==> config.mk <==
export PLATFORM = sky130hd
export DESIGN_NAME = demux2_stream
export DESIGN_NICKNAME = d
export VERILOG_FILES = /design/src/rtl/demux2_stream.sv
export SDC_FILE = /design/constraint.sdc
export NUM_CORES = 1
export LEC_CHECK = 0
export ABC_AREA = 1
export BUFFER_PORTS_ARGS = -buffer_cell sky130_fd_sc_hd__clkbuf_2
export CAP_MARGIN = 20
export CORE_MARGIN = 2
export CORE_UTILIZATION = 50
export CTS_CLUSTER_DIAMETER = 40
export DETAILED_ROUTE_END_ITERATION = 10
export GPL_TIMING_DRIVEN = 0
export PLACE_DENSITY = 0.83
export SYNTH_ARGS = -nofsm -noshare
export SYNTH_HDL_FRONTEND = slang
export SYNTH_SLANG_ARGS = --single-unit
==> constraint.sdc <==
create_clock -name clk -period 2.9 [get_ports clk]
set_input_delay 0.87 -clock clk [delete_from_list [all_inputs] [get_ports clk]]
set_output_delay 0.87 -clock clk [all_outputs]
set_load 0.01 [all_outputs]
==> src/rtl/demux2_stream.sv <==
// Registered 1-to-2 stream demultiplexer with a one-entry holding register per output channel.
// Optional per-channel delivered-word counters are enabled by defining DEMUX2_CNT_EN.
module demux2_stream #(
    parameter int WIDTH = 32,
    parameter int CNT_W = 8
) (
    input  logic             clk,
    input  logic             reset_n,
    input  logic [WIDTH-1:0] d,
    input  logic             s,
    input  logic             in_valid,
    output logic             in_ready,
    output logic [WIDTH-1:0] y0,
    output logic             y0_valid,
    input  logic             y0_ready,
    output logic [WIDTH-1:0] y1,
    output logic             y1_valid,
    input  logic             y1_ready,
    output logic [CNT_W-1:0] cnt0,
    output logic [CNT_W-1:0] cnt1
);

    typedef enum logic {
        ST_EMPTY = 1'b0,
        ST_FULL  = 1'b1
    } ch_state_t;

    ch_state_t        r_st0, r_st1;
    ch_state_t        w_st0_nxt, w_st1_nxt;
    logic [WIDTH-1:0] r_y0, r_y1;
    logic             w_rdy0, w_rdy1;
    logic             w_load0, w_load1;

    // A channel can take a word when empty or when its consumer drains it this same cycle.
    assign w_rdy0   = (r_st0 == ST_EMPTY) | y0_ready;
    assign w_rdy1   = (r_st1 == ST_EMPTY) | y1_ready;
    assign in_ready = reset_n & (s ? w_rdy1 : w_rdy0);
    assign w_load0  = in_valid & in_ready & ~s;
    assign w_load1  = in_valid & in_ready & s;

    // NOTE: next-state defaults are assigned first so no path leaves a latch.
    always_comb begin
        w_st0_nxt = r_st0;
        w_st1_nxt = r_st1;
        case (r_st0)
            ST_EMPTY: if (w_load0) w_st0_nxt = ST_FULL;
            ST_FULL:  if (y0_ready && !w_load0) w_st0_nxt = ST_EMPTY;
            default:  w_st0_nxt = ST_EMPTY;
        endcase
        case (r_st1)
            ST_EMPTY: if (w_load1) w_st1_nxt = ST_FULL;
            ST_FULL:  if (y1_ready && !w_load1) w_st1_nxt = ST_EMPTY;
            default:  w_st1_nxt = ST_EMPTY;
        endcase
    end

    // NOTE: the data holding registers are reset too, because y0/y1 must read 0 during reset.
    always_ff @(posedge clk or negedge reset_n) begin
        if (!reset_n) begin
            r_st0 <= ST_EMPTY;
            r_st1 <= ST_EMPTY;
            r_y0  <= '0;
            r_y1  <= '0;
        end else begin
            // NOTE: non-blocking so every register samples pre-edge values.
            r_st0 <= w_st0_nxt;
            r_st1 <= w_st1_nxt;
            if (w_load0) r_y0 <= d;
            if (w_load1) r_y1 <= d;
        end
    end

    assign y0       = r_y0;
    assign y1       = r_y1;
    assign y0_valid = (r_st0 == ST_FULL);
    assign y1_valid = (r_st1 == ST_FULL);

`ifdef DEMUX2_CNT_EN
    logic [CNT_W-1:0] r_cnt0, r_cnt1;

    // Counters wrap freely; they count output handshakes, not loads.
    always_ff @(posedge clk or negedge reset_n) begin
        if (!reset_n) begin
            r_cnt0 <= '0;
            r_cnt1 <= '0;
        end else begin
            if (y0_valid && y0_ready) r_cnt0 <= r_cnt0 + CNT_W'(1);
            if (y1_valid && y1_ready) r_cnt1 <= r_cnt1 + CNT_W'(1);
        end
    end

    assign cnt0 = r_cnt0;
    assign cnt1 = r_cnt1;
`else
    assign cnt0 = '0;
    assign cnt1 = '0;
`endif

endmodule

==> Word level (Yosys, flattened, before mapping) <==
Index checks and enable logic that the tools add are counted.
Widths: inputs -> output; s select.
{ "op_classes": {"bitwise_logic": 9, "magnitude_cmp": 0, "addsub": 0, "reduce_logical": 4, "n_div": 0, "muxes": 7, "shift": 0, "eq_ne": 0, "mul": 0} }
{ "op_table": {"columns": ["cell", "count"], "rows": [
  ["$mux 1", 5],
  ["$and 1x1->1", 4],
  ["$pmux 1 s2", 2],
  ["$not 1->1", 3],
  ["$logic_and 1x1->1", 2],
  ["$logic_not 1->1", 2],
  ["$or 1x1->1", 2]
]} }
{ "totals": {"out_inout_bits": 83, "register_bits": 66, "in_bits": 38, "n_memories": 0, "mem_bits_ro": 0, "word_cells": 24, "ramBits": 0, "latch_bits": 0} }

==> Longest topological paths before layout <==
{ "depth": {"ltp_word": 10, "depth_mapped": 8, "mapped_depth_nobuf": 7} }

==> Least setup slack after synthesis <==
OpenSTA, ideal clock, no wires.
{ "synth_timing": {"path_kind": "input-to-output", "start": "in y1_ready", "end": "out in_ready", "arrival_time_ns": 1.396, "t_required_ns": 2.030, "slack_ns": 0.634, "n_path_buf": 1, "cell_stages": 5, "path_cell_list": "inv_1 nand3_1 nand2_1 nor2_4 clkbuf_4"} }
{ "synth_via": {"elab_chain_cells": 3} }
{ "synth_rtl": {"columns": ["element", "line_no", "source"], "rows": [
  ["start, declared", "18", "input logic y1_ready,"],
  ["$or 1x1->1", "36", "assign w_rdy1 = (r_st1 == ST_EMPTY) | y1_ready;"],
  ["$mux 1", "37", "assign in_ready = reset_n & (s ? w_rdy1 : w_rdy0);"],
  ["$and 1x1->1", "37", null],
  ["end, declared", "12", "output logic in_ready,"]
]} }
Every way passes these cells.

==> Worst setup path in the final report <==
{ "layout_timing": {"start": "in reset_n", "end": "out in_ready"} }
{ "layout_via": {"elab_chain_cells": 1} }
{ "layout_rtl": {"columns": ["element", "line_no", "source"], "rows": [
  ["start, declared", "8", "input logic reset_n,"],
  ["$and 1x1->1", "37", null]
]} }
Every way passes these cells.

==> run_results.csv <==
group,metric,value,unit
setup_path,worstSetupPathType,"in -> out",
power_and_ir_drop,switching_share,31.14,%
die,core_area,5574,sq um
timing,min_period,2684,ps
die,die_w,80.23,um
timing,tns,0,ps
final_layout,syn2layout_area_growth,30.15,%
final_layout,layout_common_cells,"102 x clkbuf_2, 72 x nand2_1, 66 x dfrtp_1",
detailed_routing,ant_nets,0,
power_and_ir_drop,power_frac_seq,48.0,%
min_path,hp-class,"in -> async",
yosys,syn_area_per_cell,9.433,sq um
timing,setup_viol,0,
detailed_routing,vias,2515,
grt,gr-usage-all-layers,23.32,%
status,status,"complete, no violations",
cts,cts_buffers,9,
detailed_routing,viasPerCell,4.883,
place,io_buffers,103,
grt,grt_pass1_wl,11410,um
setup_path,critPathArrivalTime,1810,ps
place,place_congestion,0.7767,
job,maxCapViolations,0,
final_layout,final_common_cell,"clkbuf_2",
detailed_routing,drc_errors,0,
grt,antenna_found_initial,0,
cts,clock_sinks,66,
final_layout,n_antenna_cell,0,
cts,path_clk_slew,70,ps
setup_path,crit_required,2030,ps
setup_path,crit_fanout,34,
setup_path,endpoint_kind,"output port",
timing,fmax,372.6,MHz
yosys,yosys_warnings,0,
detailed_routing,drt_pass1_iterations,4,
cts,cts.path.max_buffers,2,
final_layout,layout-drive-gt1-share,40.63,%
final_layout,layout.nets,476,
die,die_y,80.23,um
timing,maxSlewViolCount,0,
cts,htree_levels,3,
place,dp_hpwl,5106,um
grt,grt_overflow,0,
power_and_ir_drop,power,2485,uW
power_and_ir_drop,power.share.combinational,23.3,%
cts,clock_latency,330,ps
setup_path,start_kind,"input pin",
setup_path,cp_cell_sequence,"clkbuf_16 -> nand2_1 -> nor2_4 -> clkbuf_4 -> clkbuf_2",
timing,period_share,92.54,%
setup_path,cp_slowest_cell,"clkbuf_4",
setup_path,crit_path_max_incr_delay,240,ps
die,die-area,6436,sq um
grt,grt_max_degree,69,
die,start_util,52.12,%
cts,cts-root-buf,"clkbuf_8",
timing,hold_viol_final,0,
yosys,syn_area,2905,sq um
die,row_count,27,
power_and_ir_drop,power_switching,773.7,uW
yosys,synth.area.top_cells,"dfrtp_1 57%, nand2_1 9.3%, nand4_1 7.1%",
place,place_ws,-499.3,ps
yosys,yosysTopAreaCell,"dfrtp_1",
cts,cts_tree,"built",
yosys,synth.ff_latch_count,66,
grt,grt_pass1_vias,2462,
yosys,syn_inst,308,
detailed_routing,drt-total-wl,7325,um
detailed_routing,drt-initial-drc-count,88,
timing,fin_worst_skew,6.331,ps
power_and_ir_drop,clkPwrFrac,28.7,%
power_and_ir_drop,p_leak,0.002203,uW
power_and_ir_drop,ir_drop,0.3447,mV
timing,rsz0062_at_grt,"no",
yosys,synth.distinct_cells,17,
power_and_ir_drop,p_int,1711,uW
timing,layout_setup_ws,216.4,ps
detailed_routing,post_drt_wl_per_cell,14.22,um
yosys,synth-seq-area-share,56.85,%
yosys,post-synth-top-area-fraction,56.85,%
die,io_pins,121,
power_and_ir_drop,powerDensity,657.1,nW/um^2
cell usage after synthesis:
cell,count
buf_2,3
buf_4,20
buf_6,6
clkbuf_1,6
clkbuf_4,1
conb_1,1
dfrtp_1,66
inv_1,34
inv_2,1
nand2_1,72
nand2_2,29
nand3_1,1
nand3_4,1
nand4_1,33
nor2_1,1
nor2_4,1
o21ai_1,32
flip-flops by register name, indices dropped and copies added, names as in the netlist:
signal and count:
y0 32, y1 32, y0_valid 1, y1_valid 1
path summary, 6_finish.rpt:
check,start,end,slack (ps),cells after the start
min in group clk,y0[21],y0[21],490,2
setup / recovery,reset_n,in_ready,220,5
max in group asynchronous,reset_n,y0_valid,2240,1
setup reg to reg,y1_valid,y0[26],1550,6
hold / removal,reset_n,y1_valid,390,1
hold reg to reg,y0[21],y0[21],490,2
what timing repair did:
item / 4_1_cts / 5_1_grt
hold buffers: 0 / 0
resized for setup: 2 / 0
setup endpoints to repair: 1 / 1
cloned: 0 / 1
buffers inserted: 0 / 0
logic make-up (layout without fill, tap and decap cells):
| family | count (synthesis) | in the layout | synth area share, % |
|---|---|---|---|
| other | 1 | 16 | 0.1291 |
| flip-flops | 66 | 66 | 56.85 |
| AO/OA/AOI/OAI | 32 | 32 | 5.512 |
| AND/OR/NAND/NOR | 138 | 138 | 23.94 |
| buffers and inverters | 71 | 191 | 13.57 |
critical path: cells and delay by family:
| kind | cells | cell delay (ps) |
|---|---|---|
| buffers and inverters | 3 | 590 |
| and+or+nand+nor | 2 | 330 |
layout make-up:
type,count,area [sq um]
clock buffer,14,172.7
tap,72,90.09
clock inverter,2,10.01
sequential,66,1652
inverter,35,131.4
multi-input combinational,186,915.9
buffer,36,262.8
fill,483,1793
timing repair buffer,104,546.8
layer usage:
| layer | GRT usage, % | routed length [um] |
|---|---|---|
| met1 | 29.78 | 3175 |
| met3 | 5.056 | 432 |
| met5 | 0 | 0 |
| met4 | 10.68 | 155 |
| met2 | 38.00 | 3561 |
metrics by stage:
stage,hold WS (ps),cell area (sq um),utilization (%),instances
after detailed placement,472.9,3570,64.04,498
final,394.1,3781,67.83,515
after floorplan,507.3,2962,-,323
after global placement,457.4,3567,64.00,498
after CTS,448.3,3770,67.63,514
after global routing,388.7,3781,67.83,515
power groups by stage:
stage | sequential (uW) | combinational, uW | clock, uW
floorplan | 1280 | 226 | 0
global placement | 1200 | 560 | 0
detailed placement | 1200 | 579 | 0
CTS | 1190 | 583 | 722
global route | 1210 | 645 | 754
finish | 1190 | 579 | 713
Power figures use the tool's default switching activity.
